File: config.mk
export PLATFORM = sky130hd
export DESIGN_NAME = pixel_stream_transmitter
export DESIGN_NICKNAME = d
export VERILOG_FILES = /design/src/rtl/pixel_stream_transmitter.sv
export SDC_FILE = /design/constraint.sdc
export NUM_CORES = 1
export LEC_CHECK = 0
export BUFFER_PORTS_ARGS = -buffer_cell sky130_fd_sc_hd__buf_4
export CAP_MARGIN = 0
export CELL_PAD_IN_SITES_DETAIL_PLACEMENT = 0
export CELL_PAD_IN_SITES_GLOBAL_PLACEMENT = 1
export CORE_MARGIN = 5
export CORE_UTILIZATION = 40
export CTS_BUF_LIST = sky130_fd_sc_hd__clkbuf_8 sky130_fd_sc_hd__clkbuf_16
export DETAILED_ROUTE_END_ITERATION = 8
export PLACE_DENSITY_LB_ADDON = 0.25
export SLEW_MARGIN = 0
export SYNTH_ARGS = -nofsm -noshare
export SYNTH_HDL_FRONTEND = slang
export SYNTH_SLANG_ARGS = --single-unit
File: constraint.sdc
create_clock -name clk -period 3.37 [get_ports clk]
set_input_delay 0.337 -clock clk [delete_from_list [all_inputs] [get_ports clk]]
set_output_delay 0.337 -clock clk [all_outputs]
set_load 0.05 [all_outputs]
File: src/rtl/pixel_stream_transmitter.sv
// pixel_stream_transmitter: buffers a packed binary frame and streams it one pixel per clock.
module pixel_stream_transmitter #(
  parameter int NUM_PIXELS = 784,
  parameter int WORD_WIDTH = 16
) (
  input  logic                  clk,
  input  logic                  reset,
  input  logic                  load_valid,
  input  logic [WORD_WIDTH-1:0] load_data,
  output logic                  load_ready,
  input  logic                  start,
  input  logic                  ready_for_inputs,
  output logic                  inputs_inbound,
  output logic                  pixel_value,
  output logic                  busy,
  output logic                  done
);
  localparam int WORDS = (NUM_PIXELS + WORD_WIDTH - 1) / WORD_WIDTH;
  localparam int WCW   = $clog2(WORDS + 1);
  localparam int PCW   = $clog2(NUM_PIXELS);
  localparam int FW    = WORDS * WORD_WIDTH;
  localparam int IW    = $clog2(FW);
  typedef enum logic [1:0] {LOAD, LOADED, WAIT_RDY, STREAM} state_t;
  state_t state;
  logic [WCW-1:0] word_cnt;
  logic [PCW-1:0] pix_cnt;
  logic [FW-1:0] frame;
  logic last_word, last_pix;
  logic [PCW-1:0] nxt_pix;
  assign last_word  = word_cnt == WCW'(WORDS - 1);
  assign last_pix   = pix_cnt == PCW'(NUM_PIXELS - 1);
  assign nxt_pix    = pix_cnt + 1'b1;
  assign load_ready = state == LOAD;
  assign busy       = state != LOAD;
  // Buffer is deliberately left out of reset; it is fully rewritten before every frame.
  always_ff @(posedge clk)
    if (load_ready && load_valid) frame[IW'(int'(word_cnt) * WORD_WIDTH) +: WORD_WIDTH] <= load_data;
  // pixel_value is registered one step ahead: pix_cnt always names the pixel currently on the output.
  always_ff @(posedge clk or posedge reset) begin
    if (reset) begin
      state          <= LOAD;
      word_cnt       <= '0;
      pix_cnt        <= '0;
      inputs_inbound <= 1'b0;
      pixel_value    <= 1'b0;
      done           <= 1'b0;
    end else begin
      done <= 1'b0;
      case (state)
        LOAD: if (load_valid) begin
          word_cnt <= last_word ? '0 : word_cnt + 1'b1;
          if (last_word) state <= LOADED;
        end
        LOADED: if (start) state <= WAIT_RDY;
        WAIT_RDY: if (ready_for_inputs) begin
          state          <= STREAM;
          pix_cnt        <= '0;
          inputs_inbound <= 1'b1;
          pixel_value    <= frame[0];
        end
        STREAM: if (last_pix) begin
          state          <= LOAD;
          pix_cnt        <= '0;
          inputs_inbound <= 1'b0;
          pixel_value    <= 1'b0;
          done           <= 1'b1;
        end else begin
          pix_cnt     <= nxt_pix;
          pixel_value <= frame[IW'(nxt_pix)];
        end
        default: state <= LOAD;
      endcase
    end
  end
endmodule

After elaboration in Yosys (flattened, before gate mapping)
Cells that the tools add are included.
{ "op_classes": {"bitwise": 0, "div_mod_pow": 0, "n_mul": 0, "reduce_logical": 8, "n_mux": 21, "eq_ne": 10, "n_lt_le_gt_ge": 1, "n_addsub": 3, "n_shift": 2} }
{ "op_table": {"columns": ["op", "count"], "rows": [
  ["784-bit bitwise mux", 1],
  ["16-bit by 11-bit variable shift with 784-bit output, first input constant", 1],
  ["16-bit by 11-bit indexed part select with 784-bit output", 1],
  ["10-bit two-way mux", 2],
  ["10-bit case mux with 2 select lines", 1],
  ["10-bit by 11-bit < comparator with 1-bit output, second input constant", 1],
  ["10-bit negator with 11-bit output", 1],
  ["10-bit by 1-bit adder with 10-bit output, second input constant", 1],
  ["1-bit binary-select mux with 10-bit select", 1],
  ["10-bit == test, second input constant", 1],
  ["2-bit two-way mux", 5],
  ["2-bit inequality test, second input constant", 4],
  ["2-bit case mux with 4 select lines", 1],
  ["1-bit two-way mux", 7],
  ["6-bit by 1-bit adder with 6-bit output, second input constant", 1],
  ["6-bit == test, second input constant", 1],
  ["6-bit two-way mux", 1],
  ["5-bit AND reduction", 1],
  ["2-bit == test, second input constant", 2],
  ["1-bit case mux with 2 select lines", 2],
  ["2-bit AND reduction", 2],
  ["2-bit nonzero test", 2],
  ["3-bit AND reduction", 1],
  ["2-bit by 1-bit == test with 1-bit output, second input constant", 1],
  ["3 further kinds", 3]
]} }
{ "word_totals": {"elab_cells": 52, "out_inout_bits": 5, "romBits": 0, "latchBits": 0, "inputBits": 21, "mem_bits_rw": 0, "regBits": 805, "memories": 0} }

Logic depth before layout (Yosys ltp)
Gate-level depths: netlist of run 1.
{ "depth": {"ltp_word": 5, "depth_mapped": 13, "depth_no_buf": 10} }

Least setup slack after synthesis of run 1
Ideal clock, no wire load.
{ "synth_timing": {"path_type": "reg2reg", "start": "register, netlist name word_cnt[0]", "end": "register frame[704], enable pin", "setup_time_ns": 0.430, "t_required_ns": 2.940, "n_path_buf": 0, "t_arrival_ns": 3.204, "path_stages_with_launch": 8, "path_slack_ns": -0.264, "synth_period_minus_slack_ns": 3.634, "path_cell_list": "dfrtp_1 -> inv_1 -> ha_1 -> nor3b_2 -> nor2b_1 -> nor3_2 -> nand2_1 -> nor4_1"} }
{ "synth_lines": {"columns": ["element", "line_no", "rtl"], "rows": [
  ["to (signal, indexed assignment)", "37", "if (load_ready && load_valid) frame[IW'(int'(word_cnt) * WORD_WIDTH) +: WORD_WIDTH] <= load_data;"],
  ["to (decl)", "27", "logic [FW-1:0] frame;"]
]} }

Final worst setup path of run 1
{ "layout_timing": {"start": "register pix_cnt[0]", "end": "register pixel_value"} }
{ "layout_between": {"elab_chain_cells": 5, "elab_cells_between_ends": 6, "classes_between": "add/sub (1); eq/ne (1); mux (4)"} }
{ "layout_lines": {"columns": ["element", "line_no", "rtl"], "rows": [
  ["from (decl)", "26", "logic [PCW-1:0] pix_cnt;"],
  ["from (signal assigned)", "68", "pix_cnt <= nxt_pix;"],
  ["10-bit by 1-bit adder with 10-bit output", "32", "assign nxt_pix = pix_cnt + 1'b1;"],
  ["1-bit binary-select mux with 10-bit select", "69", "pixel_value <= frame[IW'(nxt_pix)];"],
  ["1-bit two-way mux (implied by the code)", "69", null],
  ["1-bit two-way mux (*)", "61", "STREAM: if (last_pix) begin"],
  ["1-bit case mux with 2 select lines (*)", "49", "case (state)"],
  ["to (signal assigned)", "59", "pixel_value <= frame[0];"],
  ["to (signal assigned)", "69", null],
  ["to (decl)", "14", "output logic pixel_value,"]
]} }
Every way passes the cells marked *; elsewhere a longest branch is shown, timed or not. The select of a mux whose other input is x is not followed.
A chain may end at the register's enable or synchronous reset.

==> out/metrics.csv, run 1 <==
metric,value,unit
per-cell routed wire length,22.74,um
Die Area,94220,um2
average size of a mapped cell,15.56,um2
number of global-route vias before repair,21240,
Worst-path clk slew,0.06,ns
P per Cell Area,803.7,nW/um2
first-pass GRT wire length,137.3,mm
GRT Util Overall,0.1972,
post-synth top area cell,edfxtp_1,
vias per cell,5.155,
total number of vias,20840,
"EDFF count, synth",784,
CP Capture Type,flip-flop,
layout net count,2835,
Pleak,15.24,nW
"top cells by count, synth","edfxtp_1 (784), nor2_1 (305), and2_1 (245), mux4_2 (194), nand2_1 (145)",
placer congestion estimate,0.8441,
sequential area share after synthesis,0.6824,
VDD IR-drop max,0.7462,mV
initial antenna violation count,4,
Post-DP HPWL,57.67,mm
WHS,0.03776,ns
chip height,307.0,um
Tcrit/Tclk final,0.9608,
TritonCTS clock tree,done,
pre-CTS setup slack,0.07181,ns
fmax,0.3088,GHz
CP max FO,39,
row count,109,
share of cells above drive strength 1,0.1891,
CP cell instances,buf_4 -> buf_16 -> buf_16 -> mux4_2 -> nor3_1 -> nor2_1 -> o211ai_1 -> a2111oi_1 -> nor3_1 -> a311oi_1,
Post-CTS Setup Bufs,0,
Area Growth Syn to Fin,19.68,%
num ports,26,
crit path kind,flip-flop to flip-flop,
Startpoint Class,flip-flop,
Non-Filler Instances,4043,
CP max-delay cell,mux4_2,
worst clock skew,0.02535,ns
Post-synth ARST share,0.02609,
H-tree levels,3,
drt pass-1 iters,6,
max_slew headroom,0.1639,
crit path time final,3.238,ns
Clock Latency Late Sink,0.63,ns
Critical Path RT,3.87,ns
ANT nets after route,0,
fin. max-slew vios,0,
Tightest Pin Transition,1.250,ns
DRC violations left,0,
Synth cell types,65,
DP Cell Count,3883,
final wirelength,91.95,mm
Clock Path Buffers,3,
Synth Warn #,0,
clock net sink count,805,
Die Width,307.0,um
RSZ-0062 raised after global routing,true,
Fin. Hold Viols,0,
max_cap viols,0,
total negative slack,0,ns
Synth Instances,2267,
Final Cell Area,42210,um2
hold crit path type,primary input to flip-flop,
setup ws final,0.1322,ns
Arrival @ worst endpoint,3.74,ns
Num CTS Buffers,86,
core area,87970,um2
Post-synth top flop,edfxtp_1,
Post-Syn Area,35270,um2
status,completed,
overflow left after global routing,0,
largest net degree at the start of global routing,65,
clock root buffer,clkbuf_16,
critical path's largest stage delay,0.56,ns
Area contributors post-synth,"edfxtp_1 (67%), mux4_2 (12%), and2_1 (4.3%), nor2_1 (3.2%), nand2_1 (1.5%)",
share of the synthesized area in the top cell type,0.6675,
most frequent cell after synthesis,edfxtp_1,
placed inst area,39440,um2
Initial Util,0.4010,
Port Buffers,25,
#FFs+latches synth,805,
Final Setup Violations,0,
layout filler cell count,7673,
DRT iter0 DRCs,2240,
-- registers in the layout, summed over array words and instances (netlist names) --
register	count
done	1
frame	784
inputs_inbound	1
pix_cnt	10
pixel_value	1
state	2
word_cnt	6
-- power breakdown --
group | switching [W] | internal, W | leakage [nW]
combinational | 0.00802 | 0.00504 | 6.00
clock | 0.00376 | 0.00529 | 1.40
sequential | 0.000202 | 0.0116 | 7.84
total | 0.0120 | 0.0220 | 15.2
-- critical path, delay by kind of cell (launching register included) --
family | cells | cell delay [ns]
mux | 1 | 0.56
buf+inv | 3 | 0.79
flops | 1 | 0.42
compound gates | 3 | 0.58
simple gates | 3 | 0.70
-- repair_timing --
item                                   4_1_cts  5_1_grt
endpoints found under the hold margin       12        0
hold buffers                                 1        0
setup endpoints to repair                    0      193
gates resized for setup                      0       17
-- metal layers --
layer | wire length (um) | global-route usage | vias to the layer above
met5 | 0 | 0 | -
met4 | 1967 | 0.05374 | 0
met3 | 6291 | 0.03175 | 119
met2 | 46230 | 0.3371 | 707
met1 | 37460 | 0.2648 | 10810
li1 | - | - | 9212
-- kinds of logic after synthesis --
logic type               after synthesis  synth area share
AO/OA/AOI/OAI                        103           0.02054
buffers and inverters                191           0.02625
multiplexers                         236            0.1358
other                                  1         0.0001063
XOR/XNOR                              24          0.006918
AND/OR/NAND/NOR                      900            0.1255
flip-flops                           805            0.6824
adder cells (fa/ha/maj)                7          0.002483
-- area by class of cell --
| type | count | area, um2 | share of cell area |
|---|---|---|---|
| Inverter | 8 | 33.78 | 0.0008003 |
| Antenna cell | 1 | 2.502 | 0.00005928 |
| Tap cell | 1165 | 1458 | 0.03453 |
| Sequential cell | 805 | 24070 | 0.5702 |
| Clock buffer | 89 | 2227 | 0.05276 |
| Clock inverter | 69 | 475.5 | 0.01126 |
| Multi-Input combinational cell | 1718 | 12150 | 0.2878 |
| Timing Repair Buffer | 188 | 1797 | 0.04256 |
-- through the flow --
stage / total power [W] / utilization
floorplan: 0.01986 / -
global placement: 0.02500 / 0.4483
detailed placement: 0.02509 / 0.4484
CTS: 0.03419 / 0.4792
global route: 0.03545 / 0.4799
finish: 0.03393 / 0.4799
-- final timing paths --
kind,slack (ns),depth (start not counted),start,end
worst min-delay path,0.04,3,ready_for_inputs,inputs_inbound$_DFFE_PP0P_
worst min register to register,0.55,2,pix_cnt[9]$_DFFE_PP0P_,pix_cnt[9]$_DFFE_PP0P_
worst max register to register,0.13,10,pix_cnt[0]$_DFFE_PP0P_,pixel_value$_DFFE_PP0P_
max in group asynchronous,2.02,3,reset,pix_cnt[0]$_DFFE_PP0P_
min in group asynchronous,0.54,3,reset,word_cnt[5]$_DFFE_PP0P_
worst max-delay path,0.13,10,pix_cnt[0]$_DFFE_PP0P_,pixel_value$_DFFE_PP0P_
-- layout by cell type, fill, tap and decap left out, types with 14 or more instances in the layout --
| master | n |
|---|---|
| inv_1 | 28 |
| a32oi_1 | 14 |
| mux2i_1 | 41 |
| clkbuf_16 | 89 |
| buf_12 | 26 |
| dfrtp_1 | 20 |
| nand4_1 | 14 |
| buf_4 | 157 |
| nor3_2 | 18 |
| nor2_2 | 16 |
| and3_1 | 72 |
| a31oi_1 | 22 |
| mux4_2 | 194 |
| conb_1 | 448 |
| and2_1 | 245 |
| nor3_1 | 16 |
| nand2_1 | 145 |
| edfxtp_1 | 784 |
| clkinv_1 | 26 |
| o21ai_0 | 19 |
| nor2_1 | 290 |
| nand3_1 | 57 |
(Power assumes the default switching activity.)
==> run 2, diff against run 1 <==
RECOVER_POWER = 100   (was unset)
==> run 2 against run 1 <==
Sequential power is essentially flat. Core utilization shrank 0.53 points. First-iteration DRC count grew 3.9%. Total power shrank 1.7%. Clock power is essentially flat. Clock-buffer cell count is the same. Worst setup slack lost 0.0024 ns. Clock skew shrank 0.0011 ns. Global-route usage is the same. Sequential share of layout area grew 0.63 points. Final cell count is essentially flat. Final area shrank 1.1%. Highest routed layer unchanged.
==> out/metrics.csv, run 2 (same netlist as run 1, synthesis figures left out) <==
metric,value,unit
per-cell routed wire length,22.72,um
final wirelength,91.91,mm
CP max-delay cell,mux4_2,
total negative slack,0,ns
row count,109,
overflow left after global routing,0,
number of flip-flops in the largest register,784,
CP Capture Type,flip-flop,
worst clock skew,0.02423,ns
Area Growth Syn to Fin,18.37,%
layout filler cell count,7753,
initial antenna violation count,5,
clock root buffer,clkbuf_16,
placer congestion estimate,0.8441,
Final Setup Violations,0,
Die Width,307.0,um
max_cap viols,0,
VDD IR-drop max,0.7419,mV
status,completed,
WHS,0.03781,ns
Port Buffers,25,
Fin. Hold Viols,0,
Non-Filler Instances,4045,
Num CTS Buffers,86,
Arrival @ worst endpoint,3.74,ns
internal power,0.02151,W
Die Area,94220,um2
Clock Path Buffers,3,
total number of vias,20910,
H-tree levels,3,
"most common cell after layout, fill and taps aside",edfxtp_1,
critical path's largest stage delay,0.56,ns
Critical Path RT,3.87,ns
fmax,0.3086,GHz
DP Cell Count,3883,
cell family with most CP delay,buffers and inverters,
layout net count,2835,
largest net degree at the start of global routing,65,
Tcrit/Tclk final,0.9615,
vias per cell,5.170,
switching fraction of total power,0.3552,
Clock power frac,0.271,
TritonCTS clock tree,done,
Post-DP HPWL,57.67,mm
fin. max-slew vios,0,
number of global-route vias before repair,21240,
switching power,0.01185,W
P per Cell Area,799.1,nW/um2
chip height,307.0,um
Tightest Pin Transition,1.244,ns
Comb power frac,0.374,
num ports,26,
"Buf+Inv Stages, Crit Path",3,
Tot Pwr,0.03336,W
DRC violations left,0,
RSZ-0062 raised after global routing,true,
pre-CTS setup slack,0.07181,ns
clock net sink count,805,
Initial Util,0.4010,
GRT Util Overall,0.1972,
hold crit path type,primary input to flip-flop,
biggest registers after layout,"frame: 784 flops, pix_cnt: 10 flops, word_cnt: 6 flops",
setup ws final,0.1297,ns
CP max FO,39,
power share of the sequential group,0.355,
Pleak,14.92,nW
drt pass-1 iters,5,
CP cell instances,buf_4 -> buf_16 -> buf_16 -> mux4_2 -> nor3_1 -> nor2_1 -> o211ai_1 -> a2111oi_1 -> nor3_1 -> a311oi_1,
most frequent cells in the layout,"edfxtp_1 (784), conb_1 (448), nor2_1 (291)",
Post-CTS Setup Bufs,0,
DRT iter0 DRCs,2328,
Worst-path clk slew,0.06,ns
ANT nets after route,0,
most flop-heavy register,frame,
max_slew headroom,0.1676,
core area,87970,um2
first-pass GRT wire length,137.3,mm
crit path kind,flip-flop to flip-flop,
Startpoint Class,flip-flop,
crit path time final,3.240,ns
Clock Latency Late Sink,0.63,ns
share of cells above drive strength 1,0.1752,
-- run 2: cell count changes in the layout (fill, tap and decap cells not counted), sizes merged --
cell    previous run  this run
buf              187       117
clkbuf            89       159
diode              1         3
-- run 2: layer usage --
metal,share of wire,global-route usage,vias to the layer above
met1,0.40,0.2648,10830
met5,0,0,-
met3,0.074,0.03175,136
met4,0.023,0.05374,0
met2,0.50,0.3371,737
li1,-,-,9212
-- run 2: worst register-to-register path, stage by stage (launching register included) --
cell and delay [ns]:
dfrtp_4 0.42, buf_4 0.18, buf_16 0.29, buf_16 0.37, mux4_2 0.58, nor3_1 0.34, nor2_1 0.09, o211ai_1 0.36
a2111oi_1 0.16, nor3_1 0.25, a311oi_1 0.07
-- run 2: final cells by class --
| cell class | count | area [um2] | area share |
|---|---|---|---|
| multi-input combinational | 1718 | 12060 | 0.2888 |
| clock buffer | 89 | 2227 | 0.05334 |
| sequential | 805 | 24070 | 0.5766 |
| antenna | 3 | 7.507 | 0.0001798 |
| clock inverter | 69 | 475.5 | 0.01139 |
| inverter | 8 | 33.78 | 0.0008092 |
| tap | 1165 | 1458 | 0.03491 |
| timing repair buffer | 188 | 1420 | 0.03401 |
-- run 2: path summary, 6_finish.rpt --
| path | to | startpoint | slack [ns] | cells after the start |
|---|---|---|---|---|
| hold / removal | inputs_inbound$_DFFE_PP0P_ | ready_for_inputs | 0.04 | 3 |
| setup / recovery | pixel_value$_DFFE_PP0P_ | pix_cnt[0]$_DFFE_PP0P_ | 0.13 | 10 |
| hold reg to reg | pix_cnt[9]$_DFFE_PP0P_ | pix_cnt[9]$_DFFE_PP0P_ | 0.55 | 2 |
| min in group asynchronous | word_cnt[5]$_DFFE_PP0P_ | reset | 0.54 | 3 |
| max in group asynchronous | pix_cnt[0]$_DFFE_PP0P_ | reset | 2.02 | 3 |
| setup reg to reg | pixel_value$_DFFE_PP0P_ | pix_cnt[0]$_DFFE_PP0P_ | 0.13 | 10 |
-- run 2: per-stage QoR --
stage / util / instance area [um2]
6_report: 0.4746 / 41750
5_1_grt: 0.4746 / 41750
4_1_cts: 0.4792 / 42150
3_5_place_dp: 0.4484 / 39440
3_3_place_gp: 0.4483 / 39440
2_1_floorplan: - / 36980
-- run 2: what timing repair did --
| item | in CTS | in global routing |
|---|---|---|
| hold buffers | 1 | 0 |
| resized for setup | 0 | 17 |
| endpoints found under the hold margin | 12 | 0 |
| endpoints found under the setup margin | 0 | 193 |
-- run 2: power groups by stage --
stage	combinational (W)	clock, W	sequential, W
after global placement	0.0130	0	0.0120
final	0.0125	0.00905	0.0118
after global routing	0.0133	0.00972	0.0119
after floorplan	0.00791	0	0.0119
after detailed placement	0.0131	0	0.0120
after CTS	0.0131	0.00926	0.0118
